$ cat config.mk
export PLATFORM = sky130hd
export DESIGN_NAME = alu_pipe_mc
export DESIGN_NICKNAME = d
export VERILOG_FILES = /design/src/rtl/alu_pkg.sv /design/src/rtl/alu_core.sv /design/src/rtl/alu_pipe_mc.sv
export SDC_FILE = /design/constraint.sdc
export NUM_CORES = 1
export LEC_CHECK = 0
export ABC_AREA = 1
export CAP_MARGIN = 5
export CORE_AREA = 5 5 156 232
export DETAILED_ROUTE_END_ITERATION = 16
export DIE_AREA = 0 0 161 237
export PLACE_DENSITY = 0.62
export SLEW_MARGIN = 15
export SYNTH_ARGS = -nofsm -noshare
export SYNTH_HDL_FRONTEND = slang
export SYNTH_SLANG_ARGS = --single-unit
$ cat constraint.sdc
create_clock -name clk -period 2.9 [get_ports clk]
set_clock_uncertainty 0.1 [all_clocks]
set_input_delay 0.29 -clock clk [delete_from_list [all_inputs] [get_ports clk]]
set_output_delay 0.29 -clock clk [all_outputs]
set_load 0.01 [all_outputs]
$ cat src/rtl/alu_pkg.sv
// Shared types for the multi-cycle ALU: opcodes, FSM states and the
// bit positions of the {N,Z,C,V} flag vector.
package alu_pkg;

  typedef enum logic [2:0] {
    OP_ADD  = 3'b000,
    OP_SUB  = 3'b001,
    OP_AND  = 3'b010,
    OP_OR   = 3'b011,
    OP_XOR  = 3'b100,
    OP_SLT  = 3'b101,
    OP_SLTU = 3'b110,
    OP_MUL  = 3'b111
  } opcode_e;

  typedef enum logic [1:0] {
    ST_IDLE = 2'd0,
    ST_MUL  = 2'd1,
    ST_OUT  = 2'd2
  } state_e;

  localparam int FLAG_N = 3;
  localparam int FLAG_Z = 2;
  localparam int FLAG_C = 1;
  localparam int FLAG_V = 0;

endpackage

$ cat src/rtl/alu_core.sv
// Single-cycle ALU slice: every opcode except the iterative multiply,
// producing the result and its {N,Z,C,V} flags.
module alu_core
  import alu_pkg::*;
#(
  parameter int N = 32
) (
  input  logic [N-1:0] a,
  input  logic [N-1:0] b,
  input  opcode_e      op,
  output logic [N-1:0] result,
  output logic [3:0]   flags
);

  logic         w_sub;
  logic [N-1:0] w_b_eff;
  logic [N:0]   w_sum;
  logic         w_carry;
  logic         w_ovf;
  logic         w_use_adder;

  // Everything but ADD that touches the adder is a subtraction/compare.
  assign w_sub   = (op != OP_ADD);
  assign w_b_eff = w_sub ? ~b : b;
  assign w_sum   = {1'b0, a} + {1'b0, w_b_eff} + {{N{1'b0}}, w_sub};
  assign w_carry = w_sum[N];
  assign w_ovf   = (a[N-1] == w_b_eff[N-1]) && (w_sum[N-1] != a[N-1]);

  always_comb begin
    // NOTE: every output gets a default before the case so no path leaves
    // a variable unassigned, which would otherwise infer a latch.
    result      = '0;
    w_use_adder = 1'b0;
    unique case (op)
      OP_ADD, OP_SUB: begin
        result      = w_sum[N-1:0];
        w_use_adder = 1'b1;
      end
      OP_AND: result = a & b;
      OP_OR:  result = a | b;
      OP_XOR: result = a ^ b;
      OP_SLT: begin
        result      = {{(N-1){1'b0}}, w_sum[N-1] ^ w_ovf};
        w_use_adder = 1'b1;
      end
      OP_SLTU: begin
        result      = {{(N-1){1'b0}}, ~w_carry};
        w_use_adder = 1'b1;
      end
      default: result = '0;
    endcase

    flags         = '0;
    flags[FLAG_N] = result[N-1];
    flags[FLAG_Z] = (result == '0);
    flags[FLAG_C] = w_use_adder & w_carry;
    flags[FLAG_V] = w_use_adder & w_ovf;
  end

endmodule

$ cat src/rtl/alu_pipe_mc.sv
// Multi-cycle ALU with valid/ready handshakes: single-cycle ops via alu_core,
// MUL as an N-step shift-add loop, registered result and NZCV flags.
module alu_pipe_mc
  import alu_pkg::*;
#(
  parameter int N      = 32,
  parameter bit MUL_EN = 1'b1
) (
  input  logic         clk,
  input  logic         reset_n,
  input  logic         in_valid,
  output logic         in_ready,
  input  logic [N-1:0] a,
  input  logic [N-1:0] b,
  input  logic [2:0]   ctrl,
  input  logic         flags_we,
  output logic         out_valid,
  input  logic         out_ready,
  output logic [N-1:0] result,
  output logic [3:0]   flags,
  output logic         busy
);

  localparam int CW = (N > 1) ? $clog2(N) : 1;

  state_e        r_state;
  logic [CW-1:0] r_cnt;
  logic [N-1:0]  r_mcand;
  logic [N-1:0]  r_mplier;
  logic [N-1:0]  r_acc;
  logic          r_fwe;
  logic [N-1:0]  r_result;
  logic [3:0]    r_flags;

  state_e        w_state_next;
  opcode_e       w_op;
  logic          w_accept;
  logic          w_is_mul;
  logic          w_start_mul;
  logic          w_mul_done;
  logic [N-1:0]  w_acc_next;
  logic [3:0]    w_mul_flags;
  logic [N-1:0]  w_core_result;
  logic [3:0]    w_core_flags;

  assign w_op        = opcode_e'(ctrl);
  assign in_ready    = (r_state == ST_IDLE) || ((r_state == ST_OUT) && out_ready);
  assign w_accept    = in_valid && in_ready;
  assign w_is_mul    = (w_op == OP_MUL);
  assign w_start_mul = w_accept && w_is_mul && MUL_EN;
  assign w_mul_done  = (r_state == ST_MUL) && (r_cnt == CW'(N - 1));

  // One multiplier bit per cycle: add the shifted multiplicand when set.
  assign w_acc_next  = r_acc + (r_mplier[0] ? r_mcand : '0);

  always_comb begin
    w_mul_flags         = '0;
    w_mul_flags[FLAG_N] = w_acc_next[N-1];
    w_mul_flags[FLAG_Z] = (w_acc_next == '0);
  end

  alu_core #(.N(N)) u_core (
    .a      (a),
    .b      (b),
    .op     (w_op),
    .result (w_core_result),
    .flags  (w_core_flags)
  );

  always_comb begin
    w_state_next = r_state;
    unique case (r_state)
      ST_IDLE: if (w_accept) w_state_next = w_start_mul ? ST_MUL : ST_OUT;
      ST_MUL:  if (w_mul_done) w_state_next = ST_OUT;
      ST_OUT: begin
        if (w_accept)       w_state_next = w_start_mul ? ST_MUL : ST_OUT;
        else if (out_ready) w_state_next = ST_IDLE;
      end
      default: w_state_next = ST_IDLE;
    endcase
  end

  // NOTE: state is updated with non-blocking assignments so every register
  // samples pre-edge values, independent of statement order.
  always_ff @(posedge clk or negedge reset_n) begin
    if (!reset_n) begin
      r_state  <= ST_IDLE;
      r_cnt    <= '0;
      r_mcand  <= '0;
      r_mplier <= '0;
      r_acc    <= '0;
      r_fwe    <= 1'b0;
      r_result <= '0;
      r_flags  <= '0;
    end else begin
      r_state <= w_state_next;
      if (w_start_mul) begin
        r_mcand  <= a;
        r_mplier <= b;
        r_acc    <= '0;
        r_cnt    <= '0;
        r_fwe    <= flags_we;
      end else if (w_accept) begin
        // An unimplemented MUL lands here with a zero result and no flag write.
        r_result <= w_core_result;
        if (flags_we && !w_is_mul) r_flags <= w_core_flags;
      end else if (r_state == ST_MUL) begin
        r_acc    <= w_acc_next;
        r_mcand  <= r_mcand << 1;
        r_mplier <= r_mplier >> 1;
        r_cnt    <= r_cnt + 1'b1;
        if (w_mul_done) begin
          r_result <= w_acc_next;
          r_cnt    <= '0;
          if (r_fwe) r_flags <= w_mul_flags;
        end
      end
    end
  end

  assign out_valid = (r_state == ST_OUT);
  assign busy      = (r_state == ST_MUL);
  assign result    = r_result;
  assign flags     = r_flags;

endmodule

==> results of run 1 <==
## sequential cells by signal, indices dropped and copies added, names as in the netlist
name,cells
r_state,2
r_acc,32
r_mplier,32
r_fwe,1
result,32
r_cnt,5
r_mcand,32
flags,4
## power groups by stage
stage               clock, W  combinational (W)  sequential [W]
finish               0.00213            0.00764         0.00346
global route         0.00224            0.00832         0.00356
CTS                  0.00216            0.00694         0.00342
detailed placement         0            0.00630         0.00339
global placement           0            0.00621         0.00335
floorplan                  0            0.00312         0.00333
## how the worst max path moves through the flow
stage	from	endpoint	slack, ps	cells past startpoint
finish	ctrl[0]	flags[2]	-120	23
global route	ctrl[0]	flags[2]	-310	23
CTS	r_mplier[0]	flags[2]	-80	21
detailed placement	ctrl[1]	flags[2]	-1070	22
global placement	ctrl[1]	result[0]	-970	20
floorplan	ctrl[1]	flags[2]	30	21
## per-layer routing
metal,vias up,GRT usage (%),share of wire (%)
met5,-,0,0
li1,7168,-,-
met2,477,45.5,51
met1,6927,28.7,39
met4,0,15.7,6.6
met3,167,2.25,4.1
## placed cells by master (no fill, tap or decap), types with 5 or more instances in the layout
| cell | count |
|---|---|
| a21oi_1 | 50 |
| o21bai_1 | 9 |
| nand3b_1 | 11 |
| inv_1 | 270 |
| nand4_1 | 14 |
| nor2_1 | 137 |
| a21oi_2 | 49 |
| o21ai_2 | 8 |
| dfrtp_1 | 139 |
| inv_2 | 19 |
| a22oi_1 | 30 |
| buf_6 | 14 |
| ha_4 | 26 |
| xnor2_1 | 8 |
| inv_6 | 6 |
| nor2_4 | 26 |
| nor3_2 | 8 |
| clkdlybuf4s50_1 | 105 |
| nand2_1 | 476 |
| clkbuf_16 | 18 |
| nor3_1 | 5 |
| nand3_2 | 11 |
| o221ai_1 | 17 |
| o211ai_1 | 22 |
| nand3_1 | 77 |
| xor2_1 | 34 |
| buf_4 | 362 |
| nand2_4 | 12 |
| o21ai_0 | 92 |
| ha_1 | 103 |
| nor2_2 | 29 |
| buf_12 | 11 |
| nand2_2 | 84 |
| o21ai_1 | 25 |
| a221oi_1 | 21 |
## per-stage QoR
stage | hold WS [ps] | total power [W] | area [µm²]
after CTS | 287 | 0.0125 | 18400
after global placement | 194 | 0.00957 | 16800
after global routing | 274 | 0.0141 | 19300
final | 249 | 0.0132 | 19300
after floorplan | -106 | 0.00645 | 12700
after detailed placement | 202 | 0.00969 | 16800
## kinds of logic (layout without fill, tap and decap cells)
family	count (synthesis)	after routing
flops	140	140
xor+xnor	50	50
buf+inv	346	821
simple gates	903	903
fa+ha+maj	132	132
compound gates	352	352
## repair_timing
action,in CTS,in global routing
endpoints found under the hold margin,55,0
endpoints found under the setup margin,25,22
hold buffers,1,0
gates cloned,3,1
resized for setup,205,194
buffers inserted,27,20
pin swaps,67,82
## worst min-delay path: cells and delay by family
kind	cells	cell delay, ps
compound gates	2	130
buf+inv	2	340
## area by class of cell
| type | count | area share, % |
|---|---|---|
| Timing Repair Buffer | 499 | 22.2 |
| Clock inverter | 15 | 0.753 |
| Inverter | 290 | 5.66 |
| Multi-Input combinational cell | 1437 | 48.2 |
| Clock buffer | 17 | 2.21 |
| Tap cell | 425 | 2.76 |
| Sequential cell | 140 | 18.2 |
## synth_stat cells
master,count
o22a_1,2
nand3_2,1
o22ai_1,2
o21ai_2,1
a21oi_2,1
buf_1,6
nor4_1,4
nand3b_1,11
dfrtp_1,140
inv_1,285
o22ai_2,1
buf_2,7
o21ai_0,124
o221ai_1,17
clkbuf_4,1
o21ai_1,1
a21o_1,3
a32o_1,2
o211ai_1,22
clkbuf_1,42
nand3_1,88
a31oi_1,2
a21oi_1,101
a211oi_1,1
nor2_1,192
o21bai_1,10
ha_1,130
a22oi_1,30
nand4_1,14
xnor2_1,12
o31ai_1,1
or2_2,3
a22o_1,4
fa_1,2
a221oi_1,21
o2111ai_1,3
and2_1,2
nor3_1,15
o21a_1,3
inv_2,5
xor2_1,38
nand2_1,573
==> metrics.md, run 1 <==
| Metric | Value |
|---|---|
| Post-Synth Adder-Cell Area | between 10% and 20% |
| Area of the multi-input gates | 9300 µm² |
| Internal power | 0.00764 W |
| Clock Tree Root | clkbuf_16 |
| Maximum VDD drop | slightly below 0.5 mV |
| Post-Syn Nets | between 2,000 and 2,500 |
| Post-synthesis area per instance | ~6.6 µm² |
| Post-synthesis simple-gate area fraction | between 20% and 30% |
| Synthesis-to-layout area growth | 52.0% |
| Clk pwr share | 16.1% |
| Setup TNS | -220 ps |
| Core Area | ~34,000 µm² |
| Yosys warning total | 0 |
| DRC viols | 0 |
| Routed WL per cell | about 18 µm |
| CP Cell Sequence | buf_6 > nor2_4 > nand2_4 > buf_12 > buf_16 > xor2_2 > ha_1 > buf_4 > nand2_1 > buf_4 > nor2_1 > nand2_1 > nor2_1 > nor2_1 > a21oi_1 > nor2_1 > nor2_1 > nand2_1 > nor2_1 > nand3_1 > nor2_1 > nand2_1 > a21oi_2 |
| Nets | about 2,600 |
| Layout Utilization | ~57% |
| Synth top area cells | dfrtp_1, nand2_1, ha_1 |
| Post-DRT Antenna Nets | 0 |
| Worst slack, placed | -1070 ps |
| Total track usage | between 20% and 30% |
| Sequential share of the synthesized area | between 20% and 30% |
| Largest family of logic cells by synthesized area | simple AND/OR/NAND/NOR gates |
| Critical path buffer and inverter count | 5 |
| Final setup viols | 6 |
| Worst r2r dst | flags[2] |
| Post-Syn Instances | a little under 2,000 |
| Global-route wire length before repair | ~77,000 µm |
| CP Capture Type | flip-flop |
| Max Cap Viol | 0 |
| Worst-case reg-to-reg path depth | 19 |
| Reg2Reg Launch Point | r_mplier[0] |
| H-tree levels | 4 |
| Post-synth top area share | 27.6% |
| Initial drt markers | ~900 |
| Crit Path Class | primary input to flip-flop |
| Crit-path max FO | 7 |
| Cell Pwr Density | between 600 and 700 nW/µm² |
| Post-placement cell count | between 2,000 and 3,000 |
| CTS tree | built |
| Hold path endpoint | r_mplier[6] |
| Switching Fraction | between 40% and 50% |
| Switching power | between 0.005 and 0.006 W |
| Final HPWL DP | 39,200 µm |
| Die ar. | around 38,000 µm² |
| HP Start | b[6] |
| Cell family with most CP delay | simple AND/OR/NAND/NOR gates |
| Crit path launch type | primary input |
| Total number of vias | about 15,000 |
| Number of vias per cell | 5.22 |
| Fmax achieved | 0.331 GHz |
| Slew Limit Fails | 0 |
| Die width | 161 µm |
| Number of synthesized register bits | between 100 and 150 |
| CP required | approximately 3200 ps |
| Synth unique cells | 42 |
| Post-Route WL | between 50,000 and 60,000 µm |
| Hold path depth | 4 |
| GRT overflow | 0 |
| Max transition margin | about 44% |
| Row cnt | 83 |
| Largest net degree at the start of global routing | 59 |
| Post-Synth XOR/XNOR Area | under 10% |
| Io pins | between 100 and 150 |
| Worst hold path class | primary input to flip-flop |
| LEAKAGE | 9.86 nW |
| Crit path largest cell delay | 350 ps |
| Initial Util | a little under two fifths |
| Status | finished, violations left |
| Failing checks | setup timing |
| N_diodes | 0 |
| Drt first pass iters | 5 |
| Worst-Skew Late Latency | 440 ps |
| Clk sinks | 140 |
| Fillers | between 3,000 and 4,000 |
| Synth Cell Area | 12,700 µm² |
| Die Y | around 240 µm |
| Final worst slack | -117 ps |
| GPL Wtd Cong | roughly 0.95 |
| Reg power frac | roughly a quarter |
| CTS Buffer Depth | 2 |
| Clk pin slew, worst setup/hold paths | ~70 ps |
| Tmin final | between 3000 and 4000 ps |
| Non-Filler Instances | between 2,000 and 3,000 |
| Tcrit/Tclk final | 104% |
| Cts bufs inserted | 17 |
| Worst-Margin Slew | ~840 ps |
| Largest area contributor in the netlist | dfrtp_1 |
| Crit path DAT | about 3300 ps |
| Unrepaired setup endpoints after global routing | true |
| Worst path slowest cell | ha_1 |
| Comb pwr share | between 50% and 60% |
| Proportion of layout cells with a drive suffix above 1 | 30.4% |
| Most used cell, CP | nor2_1 |
| Multiplexer share of the synthesized area | 0% |
| Final hold vios | 0 |
| Initial antenna violation count | 0 |
| Compound-Gate Fraction of Synth Area | roughly 17% |
| R2R setup slack | -90 ps |
| IO buf count | 110 |
| Sequential standard cell area | 3500 µm² |
| Vias in the first global route | roughly 15,000 |
No activity file was read; power rests on OpenSTA's default activity.
==> run 2, diff against run 1 <==
--- a/config.mk
+++ b/config.mk
@@ -10,6 +10,7 @@
 export CORE_AREA = 5 5 156 232
 export DETAILED_ROUTE_END_ITERATION = 16
 export DIE_AREA = 0 0 161 237
+export MAX_ROUTING_LAYER = met4
 export PLACE_DENSITY = 0.62
 export SLEW_MARGIN = 15
 export SYNTH_ARGS = -nofsm -noshare
==> metrics.md, run 2 (same netlist as run 1, synthesis figures left out) <==
| Metric | Value |
|---|---|
| Worst-Skew Late Latency | around 440 ps |
| CTS tree | built |
| Die width | between 150 and 200 µm |
| Total Power | around 0.013 W |
| Worst-case reg-to-reg path depth | 21 |
| Crit path launch type | flip-flop |
| Initial Util | 37.2% |
| Crit path largest cell delay | between 400 and 500 ps |
| GRT overflow | 0 |
| Most used cell, CP | nand2_1 |
| Worst r2r dst | flags[2] |
| Worst path slowest cell | dfrtp_2 |
| H-tree levels | 4 |
| Max transition margin | a little under half |
| Crit path DAT | approximately 3300 ps |
| Proportion of layout cells with a drive suffix above 1 | 31.4% |
| Core Area | 34,100 µm² |
| LEAKAGE | 9.97 nW |
| Synthesis-to-layout area growth | 53.4% |
| Worst-Margin Slew | 816 ps |
| Fillers | roughly 3,200 |
| Total track usage | 26.0% |
| WHS | ~280 ps |
| Reg2Reg Launch Point | r_mplier[0] |
| Most frequent cells in the layout | nand2_1, buf_4, inv_1 |
| Number of vias per cell | around 5.2 |
| Area of the multi-input gates | between 9000 and 10,000 µm² |
| R2R setup slack | -150 ps |
| Final HPWL DP | roughly 40,000 µm |
| Worst hold path class | primary input to flip-flop |
| Largest net degree at the start of global routing | 65 |
| Fmax achieved | approximately 0.33 GHz |
| Post-DP Area | between 15,000 and 20,000 µm² |
| CTS Buffer Depth | 2 |
| Failing checks | setup timing |
| Tmin final | a little over 3000 ps |
| Post-DRT Antenna Nets | 0 |
| Final setup viols | 2 |
| Die Y | between 200 and 250 µm |
| Io pins | ~110 |
| Drt first pass iters | 5 |
| Sequential standard cell area | around 3500 µm² |
| Tcrit/Tclk final | 105% |
| Critical path buffer and inverter count | 5 |
| DRC viols | 0 |
| Crit-path max FO | 16 |
| Cell Pwr Density | around 680 nW/µm² |
| Unrepaired setup endpoints after global routing | true |
| Cts bufs inserted | 17 |
| CP Capture Type | flip-flop |
| Maximum VDD drop | ~0.52 mV |
| Clk pin slew, worst setup/hold paths | ~60 ps |
| Clock Tree Root | clkbuf_16 |
| GPL Wtd Cong | 1.09 |
| CP required | ~3200 ps |
| Cell family with most CP delay | simple AND/OR/NAND/NOR gates |
| Most common cell after layout, fill and taps aside | nand2_1 |
| IO buf count | 110 |
| Vias in the first global route | ~14,000 |
| Final hold vios | 0 |
| Initial drt markers | about 860 |
| Global-route wire length before repair | around 76,000 µm |
| Nets | 2,597 |
| Hold path depth | 4 |
| Die ar. | roughly 38,000 µm² |
| HP Start | b[8] |
| Routed WL per cell | 17.9 µm |
| Max Cap Viol | 0 |
| Crit Path Class | flip-flop to flip-flop |
| Initial antenna violation count | 0 |
| Clk sinks | between 100 and 150 |
| Levels on crit path | 21 |
| Slew Limit Fails | 0 |
| Status | finished, violations left |
| Hold path endpoint | r_mplier[8] |
| Total number of vias | 14,700 |
| Row cnt | 83 |
| Final worst slack | -150 ps |
| Design Area, Final | between 15,000 and 20,000 µm² |
| N_diodes | 0 |
| CP Cell Sequence | buf_8 > buf_12 > nand2_1 > inv_1 > ha_4 > buf_4 > nand2_1 > a21oi_2 > o21ai_0 > nand3_1 > a21oi_2 > nand3_1 > nand2_2 > nand2_1 > nor2_1 > nand2_2 > nor2_2 > nand3_1 > nand2_1 > inv_1 > a21oi_2 |
| Post-Route WL | slightly above 50,000 µm |
| Setup TNS | -245 ps |
run 2: cell types whose count changed in the layout (fill, tap and decap cells not counted), sizes merged:
cell           change
buf                +9
clkinv             -3
clkinvlp           +3
inv                -3
bufinv             +2
clkdlybuf4s50      -2
dlymetal6s2s       +2
bufbuf             -1
clkbuf             +1
run 2: worst max-delay path by stage:
stage	start	end	slack, ps
after floorplan	ctrl[1]	flags[2]	30
after global placement	ctrl[1]	flags[2]	-1140
after detailed placement	ctrl[1]	flags[2]	-1180
after CTS	r_mplier[0]	flags[2]	-390
after global routing	ctrl[1]	flags[2]	-300
final	r_mplier[0]	flags[2]	-150
run 2: metrics by stage:
stage	worst slack, ps	std cells	utilization [%]
final	-150	2831	57.1
after global routing	-302	2831	57.1
after CTS	-389	2814	52.7
after detailed placement	-1180	2766	49.8
after global placement	-1140	2766	49.8
after floorplan	34.3	1923	-
run 2: layout make-up:
| cell class | count | share of cell area [%] |
|---|---|---|
| Multi-Input combinational cell | 1437 | 48.3 |
| Timing Repair Buffer | 507 | 22.3 |
| Sequential cell | 140 | 18.0 |
| Inverter | 290 | 5.61 |
| Tap cell | 425 | 2.73 |
| Clock buffer | 18 | 2.26 |
| Clock inverter | 14 | 0.804 |
run 2: layer usage:
layer / share of wire (%) / GRT usage [%] / vias to the layer above
li1: - / - / 7181
met1: 39 / 29.4 / 6980
met2: 52 / 46.5 / 407
met3: 3.2 / 2.07 / 140
met4: 5.5 / 12.3 / 0
met5: 0 / - / -
run 2: repair_timing:
item / CTS / global route
setup buffers: 12 / 18
pin swaps: 21 / 116
hold endpoints to repair: 61 / 0
endpoints found under the setup margin: 27 / 36
resized for setup: 76 / 355
hold buffers: 1 / 0
gates cloned: 3 / 1
run 2: worst register-to-register path, stage by stage (launching register included):
cell and delay (ps):
dfrtp_2 450, buf_8 160, buf_12 150, nand2_1 80, inv_1 70, ha_4 240, buf_4 140, nand2_1 90
a21oi_2 60, o21ai_0 140, nand3_1 140, a21oi_2 190, nand3_1 140, nand2_2 110, nand2_1 60, nor2_1 110
nand2_2 90, nor2_2 120, nand3_1 110, nand2_1 80, inv_1 40, a21oi_2 110
run 2: power breakdown:
group	internal, W	total, W	switching (W)
Clock	0.00130	0.00224	0.000940
Combinational	0.00364	0.00754	0.00390
Sequential	0.00280	0.00344	0.000637
Total	0.00775	0.0132	0.00548
==> run 3, diff against run 2 <==
--- a/config.mk
+++ b/config.mk
@@ -8,6 +8,7 @@
 export ABC_AREA = 1
 export CAP_MARGIN = 5
 export CORE_AREA = 5 5 156 232
+export CTS_BUF_LIST = sky130_fd_sc_hd__clkbuf_4
 export DETAILED_ROUTE_END_ITERATION = 16
 export DIE_AREA = 0 0 161 237
 export MAX_ROUTING_LAYER = met4
==> metrics.md, run 3 (same netlist as run 1, synthesis figures left out) <==
| Metric | Value |
|---|---|
| Die width | around 160 µm |
| Post-placement cell count | approximately 2,800 |
| Clk sinks | 140 |
| Row cnt | between 80 and 90 |
| Crit path DAT | roughly 3500 ps |
| Final worst slack | -166 ps |
| Status | finished, violations left |
| Slew Limit Fails | 0 |
| IO buf count | 110 |
| Worst-Skew Late Latency | approximately 590 ps |
| CP Cell Sequence | clkbuf_16 > nand2_1 > inv_1 > ha_1 > buf_4 > nand2_1 > inv_1 > nand3_1 > nand2_2 > nand2_1 > nand2_1 > nand2_2 > nand2_1 > nand2_1 > nand2_2 > nand2_1 > nor2_2 > nand2_2 > nor2_4 > nand3_2 > nand2_1 > inv_1 > a21oi_2 |
| Vias in the first global route | ~14,000 |
| Nets | 2,599 |
| Most frequent cells in the layout | nand2_1, buf_4, inv_1 |
| Tcrit/Tclk final | 106% |
| Max Cap Viol | 0 |
| Worst slack, placed | -1180 ps |
| Initial drt markers | ~870 |
| R2R setup slack | -170 ps |
| CTS tree | built |
| Proportion of layout cells with a drive suffix above 1 | 27.9% |
| Post-Route WL | roughly 50,000 µm |
| Worst hold path class | primary input to asynchronous set/reset pin |
| Total track usage | 25.8% |
| Most common cell after layout, fill and taps aside | nand2_1 |
| Crit path launch type | flip-flop |
| Clock Tree Root | clkbuf_4 |
| CP Capture Type | flip-flop |
| Unrepaired setup endpoints after global routing | true |
| Crit-path max FO | 7 |
| Maximum VDD drop | around 0.32 mV |
| Critical path buffer and inverter count | 5 |
| CP required | approximately 3300 ps |
| Initial Util | a little under two fifths |
| Clk pin slew, worst setup/hold paths | roughly 130 ps |
| Fmax achieved | ~0.33 GHz |
| Io pins | ~110 |
| GPL Wtd Cong | roughly 1.1 |
| Final setup viols | 1 |
| Most used cell, CP | nand2_1 |
| CTS Buffer Depth | 2 |
| DRC viols | 0 |
| Crit path largest cell delay | 480 ps |
| GRT overflow | 0 |
| LEAKAGE | 9.72 nW |
| Drt first pass iters | 5 |
| Final hold vios | 0 |
| Crit Path Class | flip-flop to flip-flop |
| Total number of vias | about 15,000 |
| Failing checks | setup timing |
| Die ar. | ~38,000 µm² |
| Max transition margin | a little under half |
| Die Y | between 200 and 250 µm |
| Cts bufs inserted | 17 |
| Core Area | 34,100 µm² |
| Final HPWL DP | between 30,000 and 40,000 µm |
| H-tree levels | 4 |
| Cell family with most CP delay | simple AND/OR/NAND/NOR gates |
| Cell Pwr Density | 655 nW/µm² |
| Global-route wire length before repair | around 76,000 µm |
| Initial antenna violation count | 1 |
| Largest net degree at the start of global routing | 65 |
| Tmin final | about 3100 ps |
| Number of vias per cell | 5.15 |
| Non-Filler Instances | 2,834 |
| Post-DRT Antenna Nets | 0 |
| Layout Utilization | approximately 55% |
| Worst-Margin Slew | 822 ps |
| Synthesis-to-layout area growth | 47.5% |
| Worst path slowest cell | dfrtp_2 |
| Routed WL per cell | 17.7 µm |
[run 3: repair_timing]
action	4_1_cts	5_1_grt
buffers inserted	9	21
hold buffers	1	0
cloned	2	2
hold endpoints to repair	61	0
endpoints found under the setup margin	16	27
resized for setup	83	215
pin swaps	23	77
[run 3: metal layers]
metal  vias to the layer above  GRT usage [%]  share of wire (%)
met5                         -              -                  0
met4                         0           10.8                4.5
met1                      6893           29.3                 40
met2                       391           46.8                 52
met3                       112           1.81                3.4
li1                       7209              -                  -
[run 3: where the power goes]
group	switching, W	internal, W
sequential	0.000644	0.00279
combinational	0.00385	0.00363
clock	0.000817	0.000522
total	0.00531	0.00694
[run 3: worst paths after layout]
check | start | depth (start not counted) | to
max in group asynchronous | reset_n | 3 | r_mplier[25]
hold / removal | reset_n | 2 | r_mcand[1]
hold reg to reg | r_mplier[8] | 2 | r_mplier[8]
setup / recovery | r_mplier[0] | 23 | flags[2]
min in group clk | out_ready | 4 | r_state[1]
setup reg to reg | r_mplier[0] | 23 | flags[2]
[run 3: area by class of cell]
class	instances	area [µm²]
Antenna cell	1	2.50
Fill cell	3303	15400
Multi-Input combinational cell	1437	8990
Tap cell	425	532
Sequential cell	140	3500
Inverter	290	1090
Clock buffer	17	128
Clock inverter	15	160
Timing Repair Buffer	509	4300
[run 3: through the flow]
step	setup TNS, ps	power, W	instance area [µm²]	hold WS, ps
after floorplan	0	0.00645	12700	-106
after global placement	-19610	0.00965	17000	227
after detailed placement	-21190	0.00977	17000	225
after CTS	-261	0.0114	17700	125
after global routing	-737	0.0131	18700	217
final	-166	0.0122	18700	163
